`src/rtl/axi_addr_decode_tracker.sv`:
```
// -----------------------------------------------------------------------------
// axi_addr_decode_tracker
//
// Second stage of the two-master AXI interconnect. It sits behind the
// read/write grant arbiter, takes the one-hot stage-1 grant, latches the
// winning master's address, burst length, owner and direction, and decodes
// the target slave. It then drives the slave address handshake and follows
// the transaction to completion. While it does so it reports busy status
// back to the arbiter, which keeps the grant held.
//
// Build option:
//   DECERR_EN defined   - addresses are range-decoded into S0, S1 or the
//                         built-in default (decode-error) slave, which
//                         answers reads, writes and responses itself.
//   DECERR_EN undefined - ADDR bit 16 alone selects S0/S1. There is no
//                         default slave and the DEF_* outputs are tied low.
//
// Ports:
//   clk, rst                         clock, asynchronous active-low reset
//   ARVALID_M_0stage1 / ARVALID_M_1stage1 / AWVALID_M_1stage1
//                                    one-hot grant from the arbiter
//   ARADDR_M0/M1, AWADDR_M1          master addresses
//   ARLEN_M0/M1, AWLEN_M1            master burst lengths (beats = LEN+1)
//   ARREADY_M0/M1, AWREADY_M1        address accept back to the masters
//   ARVALID_S0/S1, AWVALID_S0/S1     address valid to the slaves
//   ARREADY_S0/S1, AWREADY_S0/S1     address ready from the slaves
//   ARADDR_S/AWADDR_S, ARLEN_S/AWLEN_S  latched address and length
//   ARMASTER_S                       read owner (0=M0, 1=M1)
//   RVALID_Sx, RLAST_Sx, RREADY_M    read data return handshake
//   BVALID_Sx, BREADY_M1             write response handshake
//   WVALID_M1, WLAST_M1              M1 write data (consumed by DEF only)
//   DEF_RVALID/RLAST/WREADY/BVALID   default-slave handshake
//   rd_slave_sel, wr_slave_sel       0=S0, 1=S1, 2=DEF, 3=none
//   read_situation_decode            bit0 M0 read busy, bit1 M1 read busy
//   write_situation_decode           M1 write busy
// -----------------------------------------------------------------------------
module axi_addr_decode_tracker #(
    parameter int                ADDR_W   = 32,
    parameter int                LEN_W    = 4,
    parameter logic [ADDR_W-1:0] S0_BASE  = 32'h0000_0000,
    parameter logic [ADDR_W-1:0] S0_LIMIT = 32'h0000_FFFF,
    parameter logic [ADDR_W-1:0] S1_BASE  = 32'h0001_0000,
    parameter logic [ADDR_W-1:0] S1_LIMIT = 32'h0001_FFFF
) (
    input  logic              clk,
    input  logic              rst,
    input  logic              ARVALID_M_0stage1,
    input  logic              ARVALID_M_1stage1,
    input  logic              AWVALID_M_1stage1,
    input  logic [ADDR_W-1:0] ARADDR_M0,
    input  logic [ADDR_W-1:0] ARADDR_M1,
    input  logic [ADDR_W-1:0] AWADDR_M1,
    input  logic [LEN_W-1:0]  ARLEN_M0,
    input  logic [LEN_W-1:0]  ARLEN_M1,
    input  logic [LEN_W-1:0]  AWLEN_M1,
    output logic              ARREADY_M0,
    output logic              ARREADY_M1,
    output logic              AWREADY_M1,
    output logic              ARVALID_S0,
    output logic              ARVALID_S1,
    output logic              AWVALID_S0,
    output logic              AWVALID_S1,
    input  logic              ARREADY_S0,
    input  logic              ARREADY_S1,
    input  logic              AWREADY_S0,
    input  logic              AWREADY_S1,
    output logic [ADDR_W-1:0] ARADDR_S,
    output logic [ADDR_W-1:0] AWADDR_S,
    output logic [LEN_W-1:0]  ARLEN_S,
    output logic [LEN_W-1:0]  AWLEN_S,
    output logic              ARMASTER_S,
    input  logic              RVALID_S0,
    input  logic              RVALID_S1,
    input  logic              RLAST_S0,
    input  logic              RLAST_S1,
    input  logic              RREADY_M,
    input  logic              BVALID_S0,
    input  logic              BVALID_S1,
    input  logic              BREADY_M1,
    input  logic              WVALID_M1,
    input  logic              WLAST_M1,
    output logic              DEF_RVALID,
    output logic              DEF_RLAST,
    output logic              DEF_WREADY,
    output logic              DEF_BVALID,
    output logic [1:0]        rd_slave_sel,
    output logic [1:0]        wr_slave_sel,
    output logic [1:0]        read_situation_decode,
    output logic              write_situation_decode
);

    localparam logic [1:0] SEL_S0   = 2'd0;
    localparam logic [1:0] SEL_S1   = 2'd1;
    localparam logic [1:0] SEL_DEF  = 2'd2;
    localparam logic [1:0] SEL_NONE = 2'd3;

    typedef enum logic [2:0] {
        IDLE  = 3'd0,
        ADDR  = 3'd1,
        RDATA = 3'd2,
        WRESP = 3'd3,
        DONE  = 3'd4
`ifdef DECERR_EN
        , WDATA = 3'd5
`endif
    } state_t;

    state_t            state_q;
    logic [ADDR_W-1:0] addr_q;
    logic [LEN_W-1:0]  len_q;
    logic              isWrite_q;
    logic              owner_q;
    logic [1:0]        sel_q;
`ifdef DECERR_EN
    logic [LEN_W-1:0]  beatCnt_q;
`endif

    logic [ADDR_W-1:0] addr_d;
    logic [LEN_W-1:0]  len_d;
    logic              isWrite_d;
    logic              owner_d;
    logic [1:0]        sel_d;
    logic              grantAny;

    // Grant mux. Only one grant bit should ever be high; if the arbiter
    // misbehaves, the write grant wins, then the M1 read, then the M0 read.
    always_comb begin
        addr_d    = ARADDR_M0;
        len_d     = ARLEN_M0;
        isWrite_d = 1'b0;
        owner_d   = 1'b0;
        if (AWVALID_M_1stage1) begin
            addr_d    = AWADDR_M1;
            len_d     = AWLEN_M1;
            isWrite_d = 1'b1;
            owner_d   = 1'b1;
        end else if (ARVALID_M_1stage1) begin
            addr_d    = ARADDR_M1;
            len_d     = ARLEN_M1;
            owner_d   = 1'b1;
        end
    end

    assign grantAny = ARVALID_M_0stage1 | ARVALID_M_1stage1 | AWVALID_M_1stage1;

`ifdef DECERR_EN
    // Inclusive range test done as (addr - base) <= (limit - base): the
    // unsigned wrap makes addresses below base fail without a >= compare.
    always_comb begin
        sel_d = SEL_DEF;
        if ((addr_d - S0_BASE) <= (S0_LIMIT - S0_BASE)) begin
            sel_d = SEL_S0;
        end else if ((addr_d - S1_BASE) <= (S1_LIMIT - S1_BASE)) begin
            sel_d = SEL_S1;
        end
    end
`else
    assign sel_d = addr_d[16] ? SEL_S1 : SEL_S0;

    logic unusedDefault;
    assign unusedDefault = ^{S0_BASE, S0_LIMIT, S1_BASE, S1_LIMIT, SEL_DEF,
                             WVALID_M1, WLAST_M1};
`endif

    logic arReadySel;
    logic awReadySel;
    logic rdDone;
    logic wrDone;
    logic addrHs;

    // Route the handshake of the latched target slave. The default slave
    // accepts the address at once and finishes from the master side alone.
    always_comb begin
        arReadySel = 1'b1;
        awReadySel = 1'b1;
        rdDone     = 1'b0;
        wrDone     = 1'b0;
        case (sel_q)
            SEL_S0: begin
                arReadySel = ARREADY_S0;
                awReadySel = AWREADY_S0;
                rdDone     = RVALID_S0 & RLAST_S0 & RREADY_M;
                wrDone     = BVALID_S0 & BREADY_M1;
            end
            SEL_S1: begin
                arReadySel = ARREADY_S1;
                awReadySel = AWREADY_S1;
                rdDone     = RVALID_S1 & RLAST_S1 & RREADY_M;
                wrDone     = BVALID_S1 & BREADY_M1;
            end
            default: begin
`ifdef DECERR_EN
                rdDone = RREADY_M & (beatCnt_q == len_q);
                wrDone = BREADY_M1;
`endif
            end
        endcase
    end

    assign addrHs = (state_q == ADDR) & (isWrite_q ? awReadySel : arReadySel);

    // Transaction tracker. DONE always burns one cycle so the arbiter's stale
    // registered grant is never mistaken for a new request.
    always_ff @(posedge clk or negedge rst) begin
        if (!rst) begin
            state_q   <= IDLE;
            addr_q    <= '0;
            len_q     <= '0;
            isWrite_q <= 1'b0;
            owner_q   <= 1'b0;
            sel_q     <= '0;
`ifdef DECERR_EN
            beatCnt_q <= '0;
`endif
        end else begin
            case (state_q)
                IDLE: begin
                    if (grantAny) begin
                        addr_q    <= addr_d;
                        len_q     <= len_d;
                        isWrite_q <= isWrite_d;
                        owner_q   <= owner_d;
                        sel_q     <= sel_d;
`ifdef DECERR_EN
                        beatCnt_q <= '0;
`endif
                        state_q   <= ADDR;
                    end
                end
                ADDR: begin
                    if (addrHs) begin
                        if (!isWrite_q) begin
                            state_q <= RDATA;
`ifdef DECERR_EN
                        end else if (sel_q == SEL_DEF) begin
                            state_q <= WDATA;
`endif
                        end else begin
                            state_q <= WRESP;
                        end
                    end
                end
                RDATA: begin
                    if (rdDone) begin
                        state_q <= DONE;
`ifdef DECERR_EN
                    end else if ((sel_q == SEL_DEF) && RREADY_M) begin
                        beatCnt_q <= beatCnt_q + 1'b1;
`endif
                    end
                end
`ifdef DECERR_EN
                WDATA: begin
                    if (WVALID_M1 && WLAST_M1) begin
                        state_q <= WRESP;
                    end
                end
`endif
                WRESP: begin
                    if (wrDone) begin
                        state_q <= DONE;
                    end
                end
                DONE: begin
                    state_q <= IDLE;
                end
                default: begin
                    state_q <= IDLE;
                end
            endcase
        end
    end

    logic inAddr;
    logic active;

    assign inAddr = (state_q == ADDR);
    assign active = (state_q != IDLE) && (state_q != DONE);

    assign ARVALID_S0 = inAddr & ~isWrite_q & (sel_q == SEL_S0);
    assign ARVALID_S1 = inAddr & ~isWrite_q & (sel_q == SEL_S1);
    assign AWVALID_S0 = inAddr &  isWrite_q & (sel_q == SEL_S0);
    assign AWVALID_S1 = inAddr &  isWrite_q & (sel_q == SEL_S1);

    assign ARREADY_M0 = inAddr & ~isWrite_q & ~owner_q & arReadySel;
    assign ARREADY_M1 = inAddr & ~isWrite_q &  owner_q & arReadySel;
    assign AWREADY_M1 = inAddr &  isWrite_q & awReadySel;

    assign ARADDR_S   = isWrite_q ? '0 : addr_q;
    assign AWADDR_S   = isWrite_q ? addr_q : '0;
    assign ARLEN_S    = isWrite_q ? '0 : len_q;
    assign AWLEN_S    = isWrite_q ? len_q : '0;
    assign ARMASTER_S = ~isWrite_q & owner_q;

    assign read_situation_decode  = {active & ~isWrite_q & owner_q,
                                     active & ~isWrite_q & ~owner_q};
    assign write_situation_decode = active & isWrite_q;

    assign rd_slave_sel = (active & ~isWrite_q) ? sel_q : SEL_NONE;
    assign wr_slave_sel = (active &  isWrite_q) ? sel_q : SEL_NONE;

`ifdef DECERR_EN
    assign DEF_RVALID = (state_q == RDATA) && (sel_q == SEL_DEF);
    assign DEF_RLAST  = DEF_RVALID && (beatCnt_q == len_q);
    assign DEF_WREADY = (state_q == WDATA);
    assign DEF_BVALID = (state_q == WRESP) && (sel_q == SEL_DEF);
`else
    assign DEF_RVALID = 1'b0;
    assign DEF_RLAST  = 1'b0;
    assign DEF_WREADY = 1'b0;
    assign DEF_BVALID = 1'b0;
`endif

endmodule

```
`config.mk`:
```
export PLATFORM = sky130hd
export DESIGN_NAME = axi_addr_decode_tracker
export DESIGN_NICKNAME = d
export VERILOG_FILES = /design/src/rtl/axi_addr_decode_tracker.sv
export SDC_FILE = /design/constraint.sdc
export NUM_CORES = 1
export LEC_CHECK = 0
export ABC_AREA = 1
export CAP_MARGIN = 20
export CELL_PAD_IN_SITES_DETAIL_PLACEMENT = 0
export CELL_PAD_IN_SITES_GLOBAL_PLACEMENT = 2
export CORE_MARGIN = 2
export CORE_UTILIZATION = 16
export CTS_BUF_LIST = sky130_fd_sc_hd__clkbuf_16
export DETAILED_ROUTE_END_ITERATION = 16
export GPL_ROUTABILITY_DRIVEN = 0
export GPL_TIMING_DRIVEN = 0
export PLACE_DENSITY = 0.9
export SYNTH_ARGS = -nofsm -noshare
export SYNTH_HDL_FRONTEND = slang
export SYNTH_SLANG_ARGS = --single-unit
```
`constraint.sdc`:
```
create_clock -name clk -period 1.3 [get_ports clk]
set_input_delay 0.39 -clock clk [delete_from_list [all_inputs] [get_ports clk]]
set_output_delay 0.39 -clock clk [all_outputs]
set_load 0.01 [all_outputs]
```
== Word level (Yosys, flattened, before mapping) ==
Index checks and enable logic that the tools add are counted.
Storage, ports and cells
  register bits: 43
  bits of input ports: 127
  word-level logic and storage cells: 73
Operators by class
  equality and inequality tests: 9
  muxes and demuxes: 25
  bitwise logic cells: 27
  reductions and logical operators: 6
Operators by type and width (number)
  32-bit 2-to-1 mux: 4
  1-bit bitwise AND: 23
  4-bit 2-to-1 mux: 4
  3-bit 2-to-1 mux: 4
  3-bit case mux with 4 select lines: 1
  2-bit != test (second input constant): 4
  1-bit case mux with 2 select lines: 4
  3-bit by 2-bit equality test with 1-bit output (second input constant): 2
  1-bit 2-to-1 mux: 6
  2-bit 2-to-1 mux: 2
  4-bit AND reduction: 1
  3-bit by 1-bit equality test with 1-bit output (second input constant): 1
  3-bit zero test: 1
  3-bit != test (second input constant): 1
  3-bit nonzero test: 1
  2-bit by 1-bit equality test with 1-bit output (second input constant): 1
  2-bit zero test: 1
  1-bit NOT: 2
  1-bit bitwise OR: 2
  2-bit AND reduction: 1
  1-bit logical AND: 1

== Longest topological paths before layout ==
Gate-level depths: netlist of the first run.
  depth after elaboration: 6
  depth in mapped cells: 9
  mapped depth without buffers: 8

== Worst setup path before layout of the first run ==
OpenSTA, ideal clock, no wires.
  kind: register to output
  from: register, netlist name addr_q[16]
  to: output ARREADY_M0
  arrival: 1113 ps
  data required time: 910 ps
  path slack: -203 ps
  cell stages (with the launch flop): 6
  buffers on the path: 1
  path through: dfrtp_1 > buf_2 > clkinv_1 > nand2_1 > nand2_1 > nor3_1
RTL lines
  end, declared: RTL line 56  | output logic ARREADY_M0,

== Worst setup path in the final report of the first run ==
  from: register state_q[1]
  to: output wr_slave_sel[0]
Between the ends
  longest elaborated chain between the ends: 4
  elaborated cells on any way between the ends: 5
  those cells by class: eq/ne: 1; mux: 1; bitwise: 1; reduce/logical: 2
RTL lines
  start, declared: RTL line 108  | state_t state_q;
  start signal, assigned: RTL line 206  | state_q <= IDLE;
  start signal, assigned: RTL line 227  | state_q <= ADDR;
  start signal, assigned: RTL line 233  | state_q <= RDATA;
  3-bit != test / 3-bit nonzero test (equally long branches): RTL line 278  | assign active = (state_q != IDLE) && (state_q != DONE);
  1-bit logical AND *: RTL line 278
  1-bit bitwise AND *: RTL line 300  | assign wr_slave_sel = (active & isWrite_q) ? sel_q : SEL_NONE;
  2-bit 2-to-1 mux *: RTL line 300
  end, declared: RTL line 87  | output logic [1:0] wr_slave_sel,
Mark *: on every way between the ends. The rest lies on a longest branch, timed or not.

==> summary.md, run 1 <==
| Metric | Value |
|---|---|
| Dpl hpwl | `11700 um` |
| Pre-CTS WS | `-0.955 ns` |
| Crit path kind | `reg2out` |
| Avg Cell Area, Syn | `between 6 and 7 um^2` |
| CTS sink count | `41` |
| DIE HEIGHT | `146 um` |
| Leak Pwr | `3.64 nW` |
| Max Cap Viol | `0` |
| Port-buffer cells | `210` |
| WL per Instance | `16.1 um` |
| Max rail drop VDD | `0.000816 V` |
| Cells after Synth | `473` |
| First DRT Iteration DRCs | `89` |
| Crit path max fanout | `3` |
| Combinational family with the most area after synthesis | `compound AO/OA/AOI/OAI gates` |
| Post-CTS Hold Buffers | `0` |
| Die Wd | `146 um` |
| Tightest Pin Transition | `0.731 ns` |
| # IOs | `between 200 and 250` |
| Adder-cell share of the synthesized area | `0%` |
| Power Total | `between 0.015 and 0.02 W` |
| Netlist cell types | `23` |
| Initial antenna violation count | `0` |
| Synth Area in Simple Gates | `19.4%` |
| # H-tree levels | `2` |
| Area growth from synthesis to layout | `135%` |
| # DRC | `0` |
| Initial core utilization | `16.4%` |
| Diode count | `0` |
| Sequential share of the synthesized area | `31.7%` |
| Vias/cell | `approximately 4.0` |
| Final period util | `144%` |
| Mux contribution to synthesized area | `0%` |
| Post-Synth XOR/XNOR Area | `0%` |
| Vias after detailed routing | `4041` |
| GRT Total Usage | `15.3%` |
| Slew Limit Fails | `0` |
| GRT overflow | `0` |
| Most common cell after layout, fill and taps aside | `clkdlybuf4s50_1` |
| Post-synth EDFFs | `0` |
| # setup viols final | `128` |
| Top FF cell, synth | `dfrtp_1` |
| Setup WS post-layout | `-0.572 ns` |
| Clk Latency, worst-skew pair | `~0.29 ns` |
| Slew headroom | `between 50% and 60%` |
| Clock slew at reported path FFs | `approximately 0.06 ns` |
| RSZ-0062 raised after global routing | `yes` |
| Hold Vio Cnt, Final | `0` |
| Failing checks | `negative setup slack` |
| Synthesis-stage register bit count | `41` |
| Status | `finished with violations` |
| Fmax | `~530 MHz` |
| Top Metal Used | `met4` |
| Root buffer cell | `clkbuf_16` |
| DR WL met2 | `between 8000 and 9000 um` |
| Most frequent cells in the layout | `121 x clkdlybuf4s50_1, 88 x buf_6, 86 x inv_1` |
| CP startpoint kind | `register` |
| Vias in the first global route | `4340` |
| Clock buffer count from CTS | `5` |
| Worst endpoint required time | `a little over 0.9 ns` |
| Area of the mapped netlist | `3230 um^2` |
| M1 WL | `approximately 7000 um` |
| Row count | `51` |
| Fraction of layout cells with a size suffix above 1 | `47.1%` |
| Arrival @ worst endpoint | `1.48 ns` |
| Final net count | `~880` |
| Clock Skew | `0.00451 ns` |
| Die area | `approximately 21000 um^2` |
| Routed Antenna Nets | `0` |
| Pwr dens | `2350 nW/um^2` |
| Core area | `~20000 um^2` |
| CTS tree | `done` |
| Hold WC Path Type | `in2async` |
| Crit end category | `output pin` |
| Post-Route WL | `16400 um` |
| Synthesis Warnings | `0` |
| First-pass GRT wire length | `~25000 um` |
| Compound-Gate Fraction of Synth Area | `28.0%` |
| Async set or reset register ratio after synthesis | `100%` |
| Clk buf depth | `2` |
| Detailed Routing Iterations Pass 1 | `4` |
| Largest net degree at the start of global routing | `24` |
| Met3 WL | `~940 um` |
| Final critical-path required period | `1.87 ns` |
-- layout make-up --
cell class / instances / area [um^2]
Fill cell: 2048 / 12100
Timing Repair Buffer: 271 / 3020
Multi-Input combinational cell: 277 / 2240
Sequential cell: 41 / 1030
Inverter: 122 / 480
Buffer: 31 / 352
Tap cell: 265 / 332
Clock buffer: 5 / 125
Clock inverter: 3 / 11.3
-- flip-flops by register name, indices dropped and copies added, names as in the netlist --
signal,flops
owner_q,1
addr_q,32
state_q,3
isWrite_q,1
len_q,4
-- metrics by stage --
| step | instances | TNS (ns) | utilization, % | instance area, um^2 | hold slack [ns] |
|---|---|---|---|---|---|
| after floorplan | 476 | -3.43 | - | 3410 | 0.0944 |
| after global placement | 951 | -147.53 | 29.7 | 5840 | 0.524 |
| after detailed placement | 952 | -89.22 | 29.8 | 5860 | 0.386 |
| after CTS | 1013 | -57.30 | 36.3 | 7140 | 0.0702 |
| after global routing | 1015 | -64.53 | 38.6 | 7590 | 0.0908 |
| final | 1015 | -57.55 | 38.6 | 7590 | 0.0622 |
-- critical path, cell delays in order, from the launching register on --
cell and delay [ns]:
dfrtp_2 0.44, buf_4 0.14, buf_6 0.11, nor2_4 0.17
buf_6 0.13, nor2_4 0.03, nand2_1 0.05, buf_2 0.12
-- path summary, 6_finish.rpt --
check	start	endpoint	slack, ns	depth (start not counted)
worst min register to register	addr_q[2]	addr_q[2]	0.57	2
worst max register to register	state_q[1]	addr_q[6]	-0.56	12
min in group clk	ARVALID_M_1stage1	owner_q	0.52	4
worst max-delay path	state_q[1]	wr_slave_sel[0]	-0.57	7
max in group asynchronous	rst	state_q[2]	0.71	2
worst min-delay path	rst	addr_q[2]	0.06	1
-- synthesized netlist by cell type, types with 2 or more instances --
cell | count | area [um^2]
clkbuf_1 | 18 | 67.6
buf_4 | 4 | 30.0
nor3_1 | 5 | 25.0
o21bai_1 | 2 | 15.0
buf_2 | 2 | 10.0
nor2_1 | 51 | 191
o21ai_1 | 34 | 170
o211ai_1 | 42 | 315
nand2_1 | 95 | 357
buf_1 | 4 | 15.0
o211ai_2 | 30 | 375
dfrtp_1 | 41 | 1030
inv_1 | 120 | 450
buf_6 | 8 | 90.1
o21ai_0 | 6 | 30.0
nand3_1 | 4 | 20.0
-- metal layers --
metal,global-route usage [%],vias up
met3,3.81,17
met2,26.6,137
met1,19.2,1856
met5,0,-
li1,-,2031
met4,3.16,0
-- report_power, final --
part	internal, W	total, W	switching [W]
Sequential	0.00195	0.00260	0.000648
Clock	0.000692	0.00123	0.000535
Combinational	0.00758	0.0140	0.00645
Total	0.0102	0.0179	0.00764
-- cells by family after synthesis --
logic type / after synthesis
flops: 41
other cells: 1
buf+inv: 158
compound gates: 114
simple gates: 159
-- timing repair --
| action | CTS | global route |
|---|---|---|
| gates cloned | 13 | 1 |
| setup endpoints to repair | 128 | 127 |
| pin swaps | 30 | 20 |
| gates resized for setup | 568 | 147 |
| buffers inserted | 42 | 10 |
Note: power is estimated with default switching activity, not from simulation.
==> run 2, diff against run 1 <==
--- a/config.mk
+++ b/config.mk
@@ -13,9 +13,9 @@
 export CORE_UTILIZATION = 16
 export CTS_BUF_LIST = sky130_fd_sc_hd__clkbuf_16
 export DETAILED_ROUTE_END_ITERATION = 16
-export GPL_ROUTABILITY_DRIVEN = 0
 export GPL_TIMING_DRIVEN = 0
 export PLACE_DENSITY = 0.9
+export SETUP_SLACK_MARGIN = 0.1
 export SYNTH_ARGS = -nofsm -noshare
 export SYNTH_HDL_FRONTEND = slang
 export SYNTH_SLANG_ARGS = --single-unit
==> summary.md, run 2 (same netlist as run 1, synthesis figures left out) <==
| Metric | Value |
|---|---|
| Port-buffer cells | `210 (unchanged)` |
| Hold Vio Cnt, Final | `0 (unchanged)` |
| Crit end category | `output pin` |
| Diode count | `0 (unchanged)` |
| # IOs | `218 (unchanged)` |
| First-pass GRT wire length | `24600 um (-2.3%)` |
| Crit path kind | `reg2out` |
| Fmax | `531 MHz (-0.57%)` |
| R2r endpoint | `addr_q[27]` |
| Reg with most FFs | `addr_q` |
| Pre-CTS WS | `-0.955 ns (-0.000688 ns)` |
| RSZ-0062 raised after global routing | `yes` |
| Root buffer cell | `clkbuf_16` |
| Power Total | `0.0173 W (-3.1%)` |
| Clock Skew | `0.00369 ns (-0.000828 ns)` |
| Arrival @ worst endpoint | `1.49 ns (about the same)` |
| Post-CTS Hold Buffers | `0 (unchanged)` |
| Largest register FFs | `32 (unchanged)` |
| Worst r2r src | `state_q[1]` |
| Leak Pwr | `3.56 nW (-2.1%)` |
| DIE HEIGHT | `146 um (unchanged)` |
| Tightest Pin Transition | `0.693 ns (-0.0376 ns)` |
| Slew Limit Fails | `0 (unchanged)` |
| Post-route cell area | `7460 um^2 (-1.7%)` |
| Most frequent cells in the layout | `121 x clkdlybuf4s50_1, 86 x inv_1, 78 x buf_6` |
| Status | `finished with violations` |
| Area growth from synthesis to layout | `131%` |
| Crit path max fanout | `4 (+1)` |
| Post-Route WL | `16200 um (-1.3%)` |
| Reg2Reg Setup Slack | `-0.39 ns (+0.17 ns)` |
| # H-tree levels | `2 (unchanged)` |
| Clk Latency, worst-skew pair | `0.29 ns (about the same)` |
| Row count | `51 (unchanged)` |
| Largest registers | `addr_q x32, len_q x4, state_q x3` |
| Failing checks | `negative setup slack` |
| # DRC | `0 (unchanged)` |
| # setup viols final | `127 (-0.78%)` |
| GRT Total Usage | `15.1% (-0.16 points)` |
| Vias after detailed routing | `4038 (-0.074%)` |
| Largest net degree at the start of global routing | `22 (-8.3%)` |
| Vias in the first global route | `4221 (-2.7%)` |
| Fraction of layout cells with a size suffix above 1 | `46.0% (-1.1 points)` |
| Max Cap Viol | `0 (unchanged)` |
| Most common cell after layout, fill and taps aside | `clkdlybuf4s50_1` |
| Clock slew at reported path FFs | `0.06 ns (about the same)` |
| Dpl hpwl | `11700 um (+0.17%)` |
| Final critical-path required period | `1.88 ns (+0.0107 ns)` |
| Post-placement cell area | `6120 um^2 (+4.5%)` |
| CTS tree | `done` |
| Setup WS post-layout | `-0.583 ns (-0.0107 ns)` |
| CP startpoint kind | `register` |
| Worst endpoint required time | `0.91 ns (about the same)` |
| Initial antenna violation count | `0 (unchanged)` |
| Initial core utilization | `16.4% (unchanged)` |
| Final period util | `145% (+0.82 points)` |
| Clock buffer count from CTS | `5 (unchanged)` |
| Max rail drop VDD | `0.000790 V (-3.1%)` |
| WL per Instance | `16.2 um (+0.22%)` |
| Reg2Reg Depth | `10 (-2)` |
| GRT overflow | `0 (unchanged)` |
| Placer congestion estimate | `0.783` |
| Vias/cell | `4.04 (+1.4%)` |
| Clk buf depth | `2 (unchanged)` |
| Slew headroom | `53.8% (+2.5 points)` |
| Final net count | `863 (-1.5%)` |
| CTS sink count | `41 (unchanged)` |
| Hold WC Path Type | `in2async` |
| Core area | `19700 um^2 (unchanged)` |
| Pwr dens | `2320 nW/um^2 (-1.3%)` |
| Routed Antenna Nets | `0 (unchanged)` |
| CP Launch Point | `state_q[1]` |
| First DRT Iteration DRCs | `87 (-2.2%)` |
| Die area | `21400 um^2 (unchanged)` |
| Die Wd | `146 um (unchanged)` |
| Detailed Routing Iterations Pass 1 | `4 (unchanged)` |
[run 2: repair_timing]
item	CTS	global route
pin swaps	7	9
buffers inserted	26	6
setup endpoints to repair	128	128
gates resized for setup	512	124
hold endpoints to repair	0	0
cloned	10	3
[run 2: worst max-delay path by stage]
stage	to	slack [ns]	depth (start not counted)
floorplan	addr_q[17]	-0.10	8
global placement	addr_q[21]	-1.47	1
detailed placement	addr_q[27]	-0.96	5
CTS	AWVALID_S1	-0.56	6
global route	AWVALID_S0	-0.66	6
finish	ARREADY_M0	-0.58	4
[run 2: report_power, final]
group          switching (W)  internal (W)  leakage [nW]
clock network       0.000528      0.000688        0.0655
registers           0.000664       0.00195         0.496
logic                0.00630       0.00718          3.00
[run 2: final cells by class]
type,instances,area (um^2)
plain buffers,36,458
clock buffers,5,125
clock inverters,1,5.00
fillers,2057,12200
inverters,122,483
multi-input cells,277,2250
flip-flops and latches,41,1030
well taps,265,332
repair buffers,253,2770
[run 2: through the flow]
| stage | util [%] | hold slack (ns) | setup TNS [ns] | std cells |
|---|---|---|---|---|
| after floorplan | - | 0.0944 | -3.54 | 476 |
| after global placement | 31.0 | 0.530 | -142.43 | 951 |
| after detailed placement | 31.1 | 0.419 | -82.54 | 952 |
| after CTS | 36.1 | 0.0960 | -50.39 | 994 |
| after global routing | 37.9 | 0.131 | -58.74 | 1000 |
| final | 37.9 | 0.0945 | -51.34 | 1000 |
[run 2: per-layer routing]
layer	track usage [%]	routed length [um]	vias to the layer above
li1	-	-	2013
met1	18.8	6900	1868
met2	26.2	7960	144
met3	4.44	1140	13
met4	2.77	187	0
met5	0	0	-
[run 2: worst max-delay path, stage by stage, from the launching register on]
cell and delay (ns):
dfrtp_2 0.46, nor3_4 0.33, nand2_8 0.11, nor3_4 0.16, buf_2 0.15
==> run 3, diff against run 2 <==
--- a/config.mk
+++ b/config.mk
@@ -14,6 +14,7 @@
 export CTS_BUF_LIST = sky130_fd_sc_hd__clkbuf_16
 export DETAILED_ROUTE_END_ITERATION = 16
 export GPL_TIMING_DRIVEN = 0
+export HOLD_SLACK_MARGIN = 0.02
 export PLACE_DENSITY = 0.9
 export SETUP_SLACK_MARGIN = 0.1
 export SYNTH_ARGS = -nofsm -noshare
==> results of run 3 <==
No change in the layout: final DEF, timing and power equal those of run 2.
